===== config.mk =====
export PLATFORM = sky130hd
export DESIGN_NAME = rps_draw_sequencer
export DESIGN_NICKNAME = d
export VERILOG_FILES = /design/src/rtl/rps_draw_sequencer.sv
export SDC_FILE = /design/constraint.sdc
export NUM_CORES = 1
export LEC_CHECK = 0
export CAP_MARGIN = 5
export CORE_UTILIZATION = 40
export CTS_CLUSTER_DIAMETER = 150
export DETAILED_ROUTE_END_ITERATION = 7
export GPL_ROUTABILITY_DRIVEN = 0
export SYNTH_ARGS = -nofsm -noshare
export SYNTH_HDL_FRONTEND = slang
export SYNTH_SLANG_ARGS = --single-unit
export TNS_END_PERCENT = 100

===== constraint.sdc =====
create_clock -name CLOCK_50 -period 4.8 [get_ports CLOCK_50]
set_input_delay 1.2 -clock CLOCK_50 [delete_from_list [all_inputs] [get_ports CLOCK_50]]
set_output_delay 1.2 -clock CLOCK_50 [all_outputs]
set_load 0.01 [all_outputs]

===== src/rtl/rps_draw_sequencer.sv =====
// rps_draw_sequencer
//   Draws one rock-paper-scissors frame on a 160x120 vga_adapter. The computer's
//   80x120 hand image goes in the left half and the user's goes in the right half.
//   The block outputs one pixel per clock. Each image ROM returns its data one
//   cycle after the address, so x/y/plot are delayed by one stage to line up
//   with that data.
//
// Ports
//   CLOCK_50  in   1   system clock, rising edge
//   reset_n   in   1   asynchronous active-low reset
//   start     in   1   draw request, sampled only while idle
//   choice_c  in   2   computer choice: 00 rock, 01 scissor, 1x paper
//   choice_u  in   2   user choice, same encoding
//   rom_addr  out  15  shared ROM address, row*IMG_W + col (combinational)
//   q_r/q_s/q_p in 1   rock / scissor / paper ROM data, 1-cycle latency
//   x         out  8   pixel x, registered
//   y         out  7   pixel y, registered
//   colour    out  3   pixel colour, from selected ROM bit and in-flight panel
//   plot      out  1   pixel write enable, registered
//   busy      out  1   high from accepted start until the last pixel is plotted
//   done      out  1   one-cycle pulse after the last pixel
module rps_draw_sequencer #(
  parameter int unsigned IMG_W   = 80,
  parameter int unsigned IMG_H   = 120,
  parameter int unsigned X_OFF_U = 80,
  parameter logic [2:0]  FG      = 3'b010,
  parameter logic [2:0]  BG_C    = 3'b111,
  parameter logic [2:0]  BG_U    = 3'b000
) (
  input  logic        CLOCK_50,
  input  logic        reset_n,
  input  logic        start,
  input  logic [1:0]  choice_c,
  input  logic [1:0]  choice_u,
  output logic [14:0] rom_addr,
  input  logic        q_r,
  input  logic        q_s,
  input  logic        q_p,
  output logic [7:0]  x,
  output logic [6:0]  y,
  output logic [2:0]  colour,
  output logic        plot,
  output logic        busy,
  output logic        done
);

  typedef enum logic [1:0] {
    IDLE   = 2'd0,
    DRAW_C = 2'd1,
    DRAW_U = 2'd2,
    FLUSH  = 2'd3
  } state_t;

  localparam logic [6:0]  COL_LAST = 7'(IMG_W - 1);
  localparam logic [6:0]  ROW_LAST = 7'(IMG_H - 1);
  localparam logic [7:0]  X_OFF8   = 8'(X_OFF_U);
  localparam logic [14:0] IMG_W15  = 15'(IMG_W);

  state_t      state_r;
  logic [6:0]  col_r;
  logic [6:0]  row_r;
  logic [1:0]  ch_c_r;
  logic [1:0]  ch_u_r;
  logic [7:0]  x_r;
  logic [6:0]  y_r;
  logic        plot_r;
  logic        busy_r;
  logic        done_r;
  logic        panel_r;   // panel of the pixel whose ROM data is arriving now: 1 = user
  logic        drawing_s;
  logic        draw_u_s;
  logic [1:0]  sel_choice_s;
  logic        q_sel_s;

  // Maps a ROM bit to a colour. A 0 bit is the hand. A 1 bit is the background,
  // and the background colour depends on the panel.
  function automatic logic [2:0] map_colour(input logic q, input logic panel);
    logic [2:0] c;
    if (q == 1'b0) begin
      c = FG;
    end else if (panel == 1'b1) begin
      c = BG_U;
    end else begin
      c = BG_C;
    end
    return c;
  endfunction

  assign drawing_s = (state_r == DRAW_C) || (state_r == DRAW_U);
  assign draw_u_s  = (state_r == DRAW_U);

  // ROM address from the counters. Both counters are zero outside the draw states.
  assign rom_addr = ({8'd0, row_r} * IMG_W15) + {8'd0, col_r};

  // Sequencer FSM, pixel counters, choice latches and the one-stage output pipeline
  always_ff @(posedge CLOCK_50 or negedge reset_n) begin
    if (!reset_n) begin
      state_r <= IDLE;
      col_r   <= 7'd0;
      row_r   <= 7'd0;
      ch_c_r  <= 2'b00;
      ch_u_r  <= 2'b00;
      x_r     <= 8'd0;
      y_r     <= 7'd0;
      plot_r  <= 1'b0;
      busy_r  <= 1'b0;
      done_r  <= 1'b0;
      panel_r <= 1'b0;
    end else begin
      // This stage lines up with the ROM data for the current address
      plot_r  <= drawing_s;
      x_r     <= draw_u_s ? ({1'b0, col_r} + X_OFF8) : {1'b0, col_r};
      y_r     <= row_r;
      panel_r <= draw_u_s;
      done_r  <= (state_r == FLUSH);

      case (state_r)
        IDLE: begin
          if (start) begin
            ch_c_r  <= choice_c;
            ch_u_r  <= choice_u;
            col_r   <= 7'd0;
            row_r   <= 7'd0;
            busy_r  <= 1'b1;
            state_r <= DRAW_C;
          end else begin
            busy_r  <= 1'b0;
          end
        end
        DRAW_C, DRAW_U: begin
          if (col_r == COL_LAST) begin
            col_r <= 7'd0;
            if (row_r == ROW_LAST) begin
              row_r   <= 7'd0;
              // The user panel follows directly, with no gap cycle
              state_r <= (state_r == DRAW_C) ? DRAW_U : FLUSH;
            end else begin
              row_r <= row_r + 7'd1;
            end
          end else begin
            col_r <= col_r + 7'd1;
          end
        end
        FLUSH: begin
          // The last pixel is being plotted this cycle
          busy_r  <= 1'b0;
          state_r <= IDLE;
        end
        default: begin
          busy_r  <= 1'b0;
          state_r <= IDLE;
        end
      endcase
    end
  end

  // Selects the ROM using the latched choice of the panel now in flight
  always_comb begin
    sel_choice_s = panel_r ? ch_u_r : ch_c_r;
    case (sel_choice_s)
      2'b00:   q_sel_s = q_r;
      2'b01:   q_sel_s = q_s;
      default: q_sel_s = q_p;
    endcase
  end

  assign colour = map_colour(q_sel_s, panel_r);
  assign x      = x_r;
  assign y      = y_r;
  assign plot   = plot_r;
  assign busy   = busy_r;
  assign done   = done_r;

endmodule


==> results.py <==
metrics = {
    "power": {
        "powerDensity_nw_per_um2": 210,
        "ir_worst_vdd_uv": 169,
        "power.leakage_nw": 1.27,
    },
    "timing": {
        "slew_viol_final": 0,
        "clock_skew_ns": 0.00408,
        "fin_crit_sh_pct": 96.5,
        "max_freq_mhz": 216,
        "maxSlewHeadroom_pct": 27.0,
        "worst_pin_slew_ns": 1.09,
        "report.final.setup_viol": 0,
        "final-hold-violation-count": 0,
        "fin_tns_setup_ns": 0,
        "timing.final.crit_period_ns": 4.63,
        "rsz0062_at_grt": "no",
    },
    "floorplan": {
        "rows": 26,
        "die-area_um2": 5850,
        "die_h_um": 76.5,
        "pin_count": 46,
        "core-area_um2": 5240,
        "start_util_pct": 42.4,
        "die_w_um": 76.5,
    },
    "finish": {
        "antenna_cells": 0,
        "layout.nets": 280,
        "final_cell_count_no_fill": 318,
        "post-route-util_pct": 53.3,
        "syn_to_final_growth_pct": 25.9,
        "drive_above_1_share_pct": 8.87,
    },
    "place": {
        "dp_hpwl_um": 3130,
        "dp_cells": 310,
        "numPortBuffers": 44,
    },
    "synth": {
        "synth.distinct_cells": 47,
        "syn_inst": 205,
        "ys.flop_type": "dfrtp_1",
        "postSynth.asyncResetShare_pct": 100,
        "synth-seq-cells": 39,
        "syn_area_per_cell_um2": 10.8,
        "synth_nets": 238,
        "syn_area_um2": 2220,
        "synth_edf_count": 0,
        "ys_warn_count": 0,
        "yosysSeqAreaShare_pct": 44.0,
    },
    "global_routing": {
        "grt_pass1_wl_um": 7700,
        "antenna_found_initial": 0,
        "grt_max_degree": 40,
        "grt_use_total_pct": 16.5,
        "grt_pass1_vias": 1568,
        "overflow": 0,
    },
    "cts": {
        "clock-sinks": 39,
        "cts_resized": 0,
        "hold_buffers": 0,
        "cts_setup_buffers": 0,
        "path_clk_slew_ns": 0.07,
        "htree_levels": 2,
        "cts_buffer_depth": 2,
        "clk-insertion-delay-late_ns": 0.29,
        "root_buffer": "clkbuf_8",
        "cts_made_buffers": 5,
        "cts_tree": "built",
    },
    "setup_path": {
        "crit_slowest_cell": "clkdlybuf4s50_1",
        "worst-path-buf-inv": 1,
        "path_cells": "ha_1, ha_1, fa_1, xor2_2, o21ai_1, or4_4, o41ai_2, clkdlybuf4s50_1",
        "path_max_fanout": 9,
        "crit_type": "reg2out",
        "crit_path_end_kind": "output port",
        "cp.arrival_ns": 3.43,
        "crit_family": "adder cells",
        "required_ns": 3.60,
        "path_common_cell": "ha_1",
        "cpPeakStageDelay_ns": 0.58,
        "worstSetupStartpointType": "flip-flop",
    },
    "routing": {
        "firstDrtPassIters": 4,
        "wl_per_cell_um": 13.9,
        "via_per_inst": 5.30,
        "post-route-drc-count": 0,
        "first_iter_violations": 58,
        "wl_um": 4420,
        "ant_nets": 0,
        "num_vias": 1686,
    },
    "min_path": {
        "min_path_type": "reg2reg",
    },
    "flow_run": {
        "maxCapViolCount": 0,
    },
    "outcome": {
        "outcome": "finished, final reports clean",
    },
}
synth_stat cells, types with 3 or more instances:
cell type / number / area [um2]
dfrtp_1: 39 / 976
ha_1: 21 / 263
clkbuf_1: 3 / 11.3
nand2_1: 10 / 37.5
buf_4: 6 / 45.0
nand3_1: 6 / 30.0
inv_1: 10 / 37.5
xor2_1: 3 / 26.3
mux2_2: 6 / 67.6
o21ai_0: 14 / 70.1
and3_1: 3 / 18.8
xnor2_1: 6 / 52.6
o21ai_1: 3 / 15.0
nor2_1: 12 / 45.0
mux2i_1: 5 / 50.1
a21oi_1: 7 / 35.0
nand2b_1: 4 / 25.0
nor2b_1: 4 / 25.0
a22o_1: 6 / 52.6
layer usage:
metal / vias to the layer above / wire length (um) / part of all wire [%] / GRT usage, %
met2: 45 / 1820 / 41 / 23.1
met1: 804 / 2320 / 52 / 24.7
met3: 7 / 238 / 5.4 / 4.31
met4: 0 / 48 / 1.1 / 5.19
li1: 830 / - / - / -
met5: - / 0 / 0 / 0
state kept, by name (all words and copies together) (netlist names), 2 cells and up:
signal and cells:
x 8, col_r 7, row_r 7, y 7
ch_c_r 2, ch_u_r 2, state_r 2
cells in the final DEF, fill, tap and decap left out, drive strengths merged, types with 5 or more instances in the layout:
cell | synthesis | final
dfrtp | 39 | 39
xnor2 | 6 | 6
a22o | 6 | 6
mux2 | 6 | 6
o21ai | 17 | 17
nand2 | 10 | 10
clkdlybuf4s50 | 0 | 43
inv | 10 | 10
mux2i | 5 | 5
a21oi | 7 | 7
clkbuf | 3 | 8
ha | 21 | 21
nand3 | 6 | 6
nor2 | 12 | 12
power breakdown:
part,internal [W],leakage [nW],switching (W)
clock network,0.000131,0.0515,0.000112
registers,0.000328,0.479,0
logic,0.00000755,0.739,0.00000843
cells by family (layout without fill, tap and decap cells):
| kind of cell | Yosys count | after routing | share of synthesized area (%) |
|---|---|---|---|
| simple gates | 50 | 50 | 11.7 |
| buf+inv | 19 | 62 | 4.23 |
| xor+xnor | 10 | 10 | 4.57 |
| compound gates | 52 | 52 | 16.4 |
| fa+ha+maj | 23 | 23 | 13.6 |
| flops | 39 | 39 | 44.0 |
| other cells | 1 | 1 | 0.169 |
| mux | 11 | 11 | 5.30 |
through the flow:
step	instance area [um2]	total power, W	hold slack (ns)	setup slack (ns)
after detailed placement	2690	0.000351	0.442	0.425
after CTS	2790	0.000594	0.460	0.0975
after floorplan	2220	0.000337	0.411	1.05
after global placement	2690	0.000351	0.439	0.483
after global routing	2790	0.000610	0.479	0.0226
final	2790	0.000588	0.458	0.168
area by class of cell:
type,count,area [um2]
clock buffer,8,100
tap,70,87.6
sequential,39,976
multi-input combinational,147,1160
fill,488,2440
inverter,10,37.5
timing repair buffer,44,435
worst paths after layout:
check,endpoint,slack [ns],cells after the start,start
setup / recovery,rom_addr[13],0.17,8,row_r[3]$_DFFE_PN0P_
hold / removal,x[1]$_DFF_PN0_,0.46,0,col_r[1]$_DFFE_PN0P_
setup reg to reg,row_r[4]$_DFFE_PN0P_,2.29,5,state_r[0]$_DFFE_PN0P_
hold reg to reg,x[1]$_DFF_PN0_,0.46,0,col_r[1]$_DFFE_PN0P_
max in group asynchronous,x[3]$_DFF_PN0_,3.24,1,reset_n
min in group asynchronous,x[6]$_DFF_PN0_,1.02,1,reset_n
(Power assumes the default switching activity.)
